## src/rtl/duty_step_counter.sv

```systemverilog
`default_nettype none
// ============================================================================
// Module   : duty_step_counter
// Purpose  : Push-button up/down setpoint counter driving the DPWM duty word,
//            with input sync, wrap/saturate limits and press-and-hold repeat.
// Revision : 1.0  initial release
// ============================================================================
module duty_step_counter #(
    parameter int WIDTH       = 3,
    parameter int MIN_VAL     = 0,
    parameter int MAX_VAL     = 2**WIDTH - 1,
    parameter int RESET_VAL   = 0,
    parameter int STEP        = 1,
    parameter int WRAP        = 1,
    parameter int REPEAT_DLY  = 0,
    parameter int REPEAT_RATE = 1
) (
    input  logic             clkm,
    input  logic             reset,
    input  logic             aumentar,
    input  logic             disminuir,
    output logic [WIDTH-1:0] outcont,
    output logic             at_max,
    output logic             at_min,
    output logic             changed
);

    localparam int c_TMAX = (REPEAT_DLY > REPEAT_RATE) ? REPEAT_DLY : REPEAT_RATE;
    localparam int c_TW   = $clog2(c_TMAX + 1);

    localparam logic [WIDTH:0]   c_MAX_X   = (WIDTH+1)'(MAX_VAL);
    localparam logic [WIDTH:0]   c_STEP_X  = (WIDTH+1)'(STEP);
    localparam logic [WIDTH:0]   c_DN_LIM  = (WIDTH+1)'(MIN_VAL + STEP);
    localparam logic [WIDTH-1:0] c_MAX     = WIDTH'(MAX_VAL);
    localparam logic [WIDTH-1:0] c_MIN     = WIDTH'(MIN_VAL);
    localparam logic [WIDTH-1:0] c_STEP    = WIDTH'(STEP);
    localparam logic [WIDTH-1:0] c_RST     = WIDTH'(RESET_VAL);
    localparam logic [c_TW-1:0]  c_DLY_LD  = (REPEAT_DLY > 0) ? c_TW'(REPEAT_DLY - 1) : '0;
    localparam logic [c_TW-1:0]  c_RATE_LD = c_TW'(REPEAT_RATE - 1);
    localparam bit               c_WRAP    = (WRAP != 0);
    localparam bit               c_AUTO    = (REPEAT_DLY != 0);

    typedef enum logic [1:0] {
        S_IDLE   = 2'd0,
        S_DELAY  = 2'd1,
        S_REPEAT = 2'd2
    } state_t;

    state_t            r_state, w_state_nx;
    logic [c_TW-1:0]   r_tmr, w_tmr_nx;
    logic              r_ldir, w_ldir_nx;
    logic [WIDTH-1:0]  r_cnt;
    logic              r_chg;
    logic              r_s1_aum, r_s2_aum, r_s1_dis, r_s2_dis;

    logic              w_up, w_act, w_step;
    logic [WIDTH:0]    w_sum;
    logic [WIDTH-1:0]  w_nxt;

    always_ff @(posedge clkm or posedge reset) begin
        if (reset) begin
            r_s1_aum <= 1'b0;
            r_s2_aum <= 1'b0;
            r_s1_dis <= 1'b0;
            r_s2_dis <= 1'b0;
        end else begin
            r_s1_aum <= aumentar;
            r_s2_aum <= r_s1_aum;
            r_s1_dis <= disminuir;
            r_s2_dis <= r_s1_dis;
        end
    end

    // Both buttons held is treated as no request at all.
    assign w_up  = r_s2_aum & ~r_s2_dis;
    assign w_act = r_s2_aum ^ r_s2_dis;

    always_ff @(posedge clkm or posedge reset) begin
        if (reset) begin
            r_state <= S_IDLE;
            r_tmr   <= '0;
            r_ldir  <= 1'b0;
        end else begin
            r_state <= w_state_nx;
            r_tmr   <= w_tmr_nx;
            r_ldir  <= w_ldir_nx;
        end
    end

    always_comb begin
        w_state_nx = r_state;
        w_tmr_nx   = r_tmr;
        w_ldir_nx  = r_ldir;
        w_step     = 1'b0;
        case (r_state)
            S_IDLE: begin
                if (w_act) begin
                    w_step     = 1'b1;
                    w_ldir_nx  = w_up;
                    w_tmr_nx   = c_DLY_LD;
                    w_state_nx = S_DELAY;
                end
            end
            S_DELAY, S_REPEAT: begin
                if (!w_act) begin
                    w_state_nx = S_IDLE;
                    w_tmr_nx   = '0;
                end else if (w_up != r_ldir) begin
                    // A direction reversal behaves like a fresh press.
                    w_step     = 1'b1;
                    w_ldir_nx  = w_up;
                    w_tmr_nx   = c_DLY_LD;
                    w_state_nx = S_DELAY;
                end else if (!c_AUTO) begin
                    w_tmr_nx   = r_tmr;
                end else if (r_tmr == '0) begin
                    w_step     = 1'b1;
                    w_tmr_nx   = c_RATE_LD;
                    w_state_nx = S_REPEAT;
                end else begin
                    w_tmr_nx   = r_tmr - c_TW'(1);
                end
            end
            default: begin
                w_state_nx = S_IDLE;
                w_tmr_nx   = '0;
            end
        endcase
    end

    assign w_sum = {1'b0, r_cnt} + c_STEP_X;

    always_comb begin
        w_nxt = r_cnt;
        if (w_up) begin
            if (w_sum > c_MAX_X) begin
                w_nxt = c_WRAP ? c_MIN : c_MAX;
            end else begin
                w_nxt = w_sum[WIDTH-1:0];
            end
        end else begin
            if ({1'b0, r_cnt} < c_DN_LIM) begin
                w_nxt = c_WRAP ? c_MAX : c_MIN;
            end else begin
                w_nxt = r_cnt - c_STEP;
            end
        end
    end

    always_ff @(posedge clkm or posedge reset) begin
        if (reset) begin
            r_cnt <= c_RST;
            r_chg <= 1'b0;
        end else begin
            r_chg <= w_step && (w_nxt != r_cnt);
            if (w_step) begin
                r_cnt <= w_nxt;
            end
        end
    end

    assign outcont = r_cnt;
    assign changed = r_chg;
    assign at_max  = (r_cnt == c_MAX);
    assign at_min  = (r_cnt == c_MIN);

endmodule
`default_nettype wire
```

## config.mk

```make
export PLATFORM = sky130hd
export DESIGN_NAME = duty_step_counter
export DESIGN_NICKNAME = d
export VERILOG_FILES = /design/src/rtl/duty_step_counter.sv
export SDC_FILE = /design/constraint.sdc
export NUM_CORES = 1
export LEC_CHECK = 0
export CAP_MARGIN = 5
export CORE_AREA = 2 2 39 41
export DETAILED_ROUTE_END_ITERATION = 16
export DIE_AREA = 0 0 41 43
export HOLD_SLACK_MARGIN = 0.03
export PLACE_DENSITY = 0.69
export SYNTH_ARGS = -nofsm -noshare
export SYNTH_HDL_FRONTEND = slang
export SYNTH_SLANG_ARGS = --single-unit
```

## constraint.sdc

```tcl
create_clock -name clkm -period 2.25 [get_ports clkm]
set_input_delay 0.45 -clock clkm [delete_from_list [all_inputs] [get_ports clkm]]
set_output_delay 0.45 -clock clkm [all_outputs]
set_load 0.01 [all_outputs]
```

* Yosys cells after proc, flatten, opt, wreduce, memory -nomap -nowiden *
Index checks and enable logic that the tools add are counted.
W data, S select, Z words.

word-level totals
  word-level logic and storage cells = 46
  output and inout port bits = 6
  flip-flop bits (word level) = 11

cells by class
  eq/ne operators = 9
  $add $sub $neg = 2
  multiplexer cells = 15
  order comparisons = 2
  bitwise gates (word level) = 3
  reduce and logical (&&, ||, !) cells = 7

operators by type and width
  kind                   count
  $mux W3                3
  $mux W1                6
  $mux W2                3
  $ne A2 B2 Y1 const B   3
  $add A3 B1 Y4 const B  1
  $gt A4 B3 Y1 const B   1
  $pmux W1 S2            2
  $pmux W2 S2            1
  $reduce_and A4 Y1      1
  $eq A3 B3 Y1 const B   1
  $logic_not A3 Y1       1
  $lt A3 B1 Y1 const B   1
  $ne A3 B3 Y1           1
  $ne A3 B3 Y1 const B   1
  $sub A3 B1 Y3 const B  1
  $eq A2 B1 Y1 const B   1
  $eq A2 B2 Y1 const B   1
  $logic_not A2 Y1       1
  $reduce_and A2 Y1      1
  $reduce_bool A2 Y1     1
  $reduce_or A2 Y1       1
  $and A1 B1 Y1          1
  $logic_and A1 B1 Y1    1
  $ne A1 B1 Y1           1
  2 further kinds        2

* Depth between registers and ports, before layout *
Gate-level depths: netlist of run 1.

  word-level depth = 7
  gate-level depth with buffers = 7
  gate-level depth less buffers = 7

* Worst setup path before layout of run 1 *
OpenSTA, ideal clock, no wires.

  path type = reg2reg
  start point = register r_cnt[1], in the netlist outcont[1]
  end point = register r_cnt[1], in the netlist outcont[1]
  stages on the path, launching flop included = 6
  library setup time = 94 ps
  slack = 733 ps
  data arrival time = 1,423 ps
  path buffers = 0
  period minus slack after synthesis = 1,517 ps
  data required time = 2,156 ps
  cells stage by stage = dfrtp_1 > inv_1 > ha_1 > and2b_2 > o2bb2ai_1 > a221oi_2

between the ends
  word-level cells in the longest chain between the ends = 4
  elaborated cells between the ends (all ways) = 7
  classes of those cells = add/sub (2); order compare (2); mux (3)

ends and longest elaborated chain
  what                      line  text
  start: declaration        52    logic [WIDTH-1:0] r_cnt;
  start signal: assignment  152   r_cnt <= c_RST;
  start signal: assignment  157   r_cnt <= w_nxt;
  $add A3 B1 Y4             131   assign w_sum = {1'b0, r_cnt} + c_STEP_X;
  $gt A4 B3 Y1              136   if (w_sum > c_MAX_X) begin
  $mux W3                   136
  $mux W3 *                 135   if (w_up) begin

Mark *: on every way between the ends. The rest lies on a longest branch, timed or not.
A chain may end at the register's enable or synchronous reset.

* Worst setup path in the final report of run 1 *
  start point = register r_cnt[1], in the netlist outcont[1]
  end point = output port at_min

between the ends
  word-level cells in the longest chain between the ends = 1

ends and longest elaborated chain
  what              line  text
  $logic_not A3 Y1  165   assign at_min = (r_cnt == c_MIN);
  end: declaration  24    output logic at_min,

Every way passes these cells.

==> results of run 1 <==
[synth_stat cells (all sizes together)]
cell	n
dfrtp	10
nor2	1
a21oi	2
nand2	3
a221oi	1
and2b	1
clkinv	1
nor2b	2
nand3	1
xnor2	2
o2bb2ai	1
inv	6
o21ai	7
a21o	1
ha	5
[registers in the layout (all words and copies together) (netlist names)]
register and count:
changed 1, outcont 3, r_ldir 1, r_s1_aum 1, r_s1_dis 1, r_s2_aum 1
r_s2_dis 1, r_state 1
[through the flow]
step | util | instance area, µm²
2_1_floorplan | - | 483.0
3_3_place_gp | 0.4286 | 593.1
3_5_place_dp | 0.4286 | 593.1
4_1_cts | 0.4548 | 629.4
5_1_grt | 0.4548 | 629.4
6_report | 0.4548 | 629.4
[kinds of logic after synthesis]
family / after synthesis / share of synthesized area
buf+inv: 7 / 0.06477
fa+ha+maj: 5 / 0.1295
flops: 10 / 0.5181
compound gates: 12 / 0.1658
simple gates: 8 / 0.08547
xor+xnor: 2 / 0.03628
[cell usage in the layout, fill, tap and decap left out, drive strengths merged]
cell type and n:
clkbuf 4, a221oi 1, xnor2 2, o21ai 7, dfrtp 10, a21oi 2, clkinv 1, a21o 1
o2bb2ai 1, ha 5, nor2 1, nand3 1, inv 6, and2b 1, nor2b 2, nand2 3
clkdlybuf4s50 9
[metal layers]
metal	share of wire	up-vias	routed length (µm)
met5	0	-	0
met4	0	0	0
met3	0.047	0	36
met2	0.44	9	337
met1	0.51	171	389
li1	-	170	-
[layout make-up]
type                            instances  area (µm²)
Clock buffer                            4       36.28
Fill cell                             130       754.5
Inverter                                7       31.28
Multi-Input combinational cell         27       201.4
Sequential cell                        10       250.2
Tap cell                               16       20.02
Timing Repair Buffer                    9       90.09
[worst max-delay path by stage]
| stage | from | to | slack, ps | depth (start not counted) |
|---|---|---|---|---|
| after floorplan | outcont[1]$_DFFE_PP0P_ | outcont[1]$_DFFE_PP0P_ | 730 | 5 |
| after global placement | outcont[1]$_DFFE_PP0P_ | at_min | 430 | 4 |
| after detailed placement | outcont[1]$_DFFE_PP0P_ | at_min | 420 | 4 |
| after CTS | outcont[1]$_DFFE_PP0P_ | at_min | 120 | 4 |
| after global routing | outcont[1]$_DFFE_PP0P_ | at_min | 20 | 4 |
| final | outcont[1]$_DFFE_PP0P_ | at_min | 130 | 4 |
[power by group]
group | internal [mW] | switching, mW | total, mW
registers | 0.218 | 0.0558 | 0.274
clock network | 0.0981 | 0.0638 | 0.162
logic | 0.176 | 0.153 | 0.329
[critical path: stages (launching register included)]
cell	delay, ps
dfrtp_1	470
inv_1	140
ha_1	140
nor2b_1	120
clkdlybuf4s50_1	540
==> metrics, run 1 <==
status=finished, final reports clean; R2R setup slack=650 ps; Die Y=43 µm; clock latency on the worst-skew pair=260 ps; met1 usage=0.1818; gpl congestion=0.8341; CTS tree=yes; relative slew slack=0.7590; largest net degree at the start of global routing=11; initial antenna violation count=0; clock sink total=10; Hold Buf Count CTS=0; post_cts resized=0; Req. time, crit path=1800 ps; Setup WS pre-CTS=417.2 ps; Final Non-Filler Cells=73; Seq/Total Area, Yosys=0.5181; Placed Instances=69; Worst-path clk slew=70 ps; Core Region=0.001384 mm²; postcts setup bufs=0; number of max-cap violations=0; reg2reg end=outcont[1]$_DFFE_PP0P_; final worst slack=128.6 ps; global-route wire length before repair=1.359 mm; main area contributors after synthesis=dfrtp_1 (52%), ha_1 (13%), o21ai_0 (6.2%); Initial Util=0.3490; via count=350; Crit. End Element=primary output; Ant. Diodes=0; Endpoint, Worst Hold=r_s2_aum$_DFF_PP0_; root buffer selected by CTS=clkbuf_4; Yosys Warn Count=0; FMAX=471.4 MHz; # nets final=67; fin crit period=2121 ps; Pins Over Slew Limit=0; peak supply drop=0.5411 mV; setup TNS=0 ps; Worst Path Max Fanout=8; worst r2r src=outcont[1]$_DFFE_PP0P_; Power Density=1215 mW/mm²; crit path kind=flip-flop to primary output; post-synthesis cell count=44; skew final=4.930 ps; final WL=764 µm; Tightest Pin Transition=361.2 ps; antenna viol nets, final=0; Final Power=0.7644 mW; hold path start=r_s1_aum$_DFF_PP0_; I/O pin total=10; grt peak-use layer=met1; Synth area leader=dfrtp_1; H-tree lvl count=1; dpl hpwl=572.4 µm; Site Rows=14; final setup vio count=0; met2 usage in global routing=0.1406; Die Wd=41 µm; Residual DRC=0; hold slack=348.7 ps; GR met3 Demand/Resource=0.01571; synth unique cells=17; cts bufs inserted=3; Area Overhead vs Synth=30.31%; Synth top area share=0.5181; syn_nets=53; share of layout cells above drive strength 1=0.1404; Lkg Pwr=0.2912 nW; Reg2Reg Depth=6; grt ovf=0; Seq cells post-synth=10; Global Route Usage Sum=0.1100; period utilization=0.9428; Hold Crit Class=flip-flop to flip-flop; critical path arrival=1670 ps; routed length per instance=10.47 µm; Pre-antenna DRT Iters=4; cell count of the worst hold path=0; vias in the first global route=323; final hold violations=0; DR iter-0 viols=5; synthesized area=483.0 µm²; maximum clock path buffer count=2; Post-Syn Area per Cell=10.98 µm²; # port buffers=9; unrepaired setup endpoints after global routing=false; Worst Setup Start Kind=flip-flop; DR vias/cell=4.795; die area=0.001763 mm²
(Power assumes the default switching activity.)
==> inputs of run 2 (changes only) <==
TNS_END_PERCENT = 30   (was default)
==> results of run 2 <==
Final layout, timing and power as in run 1 (identical DEF).
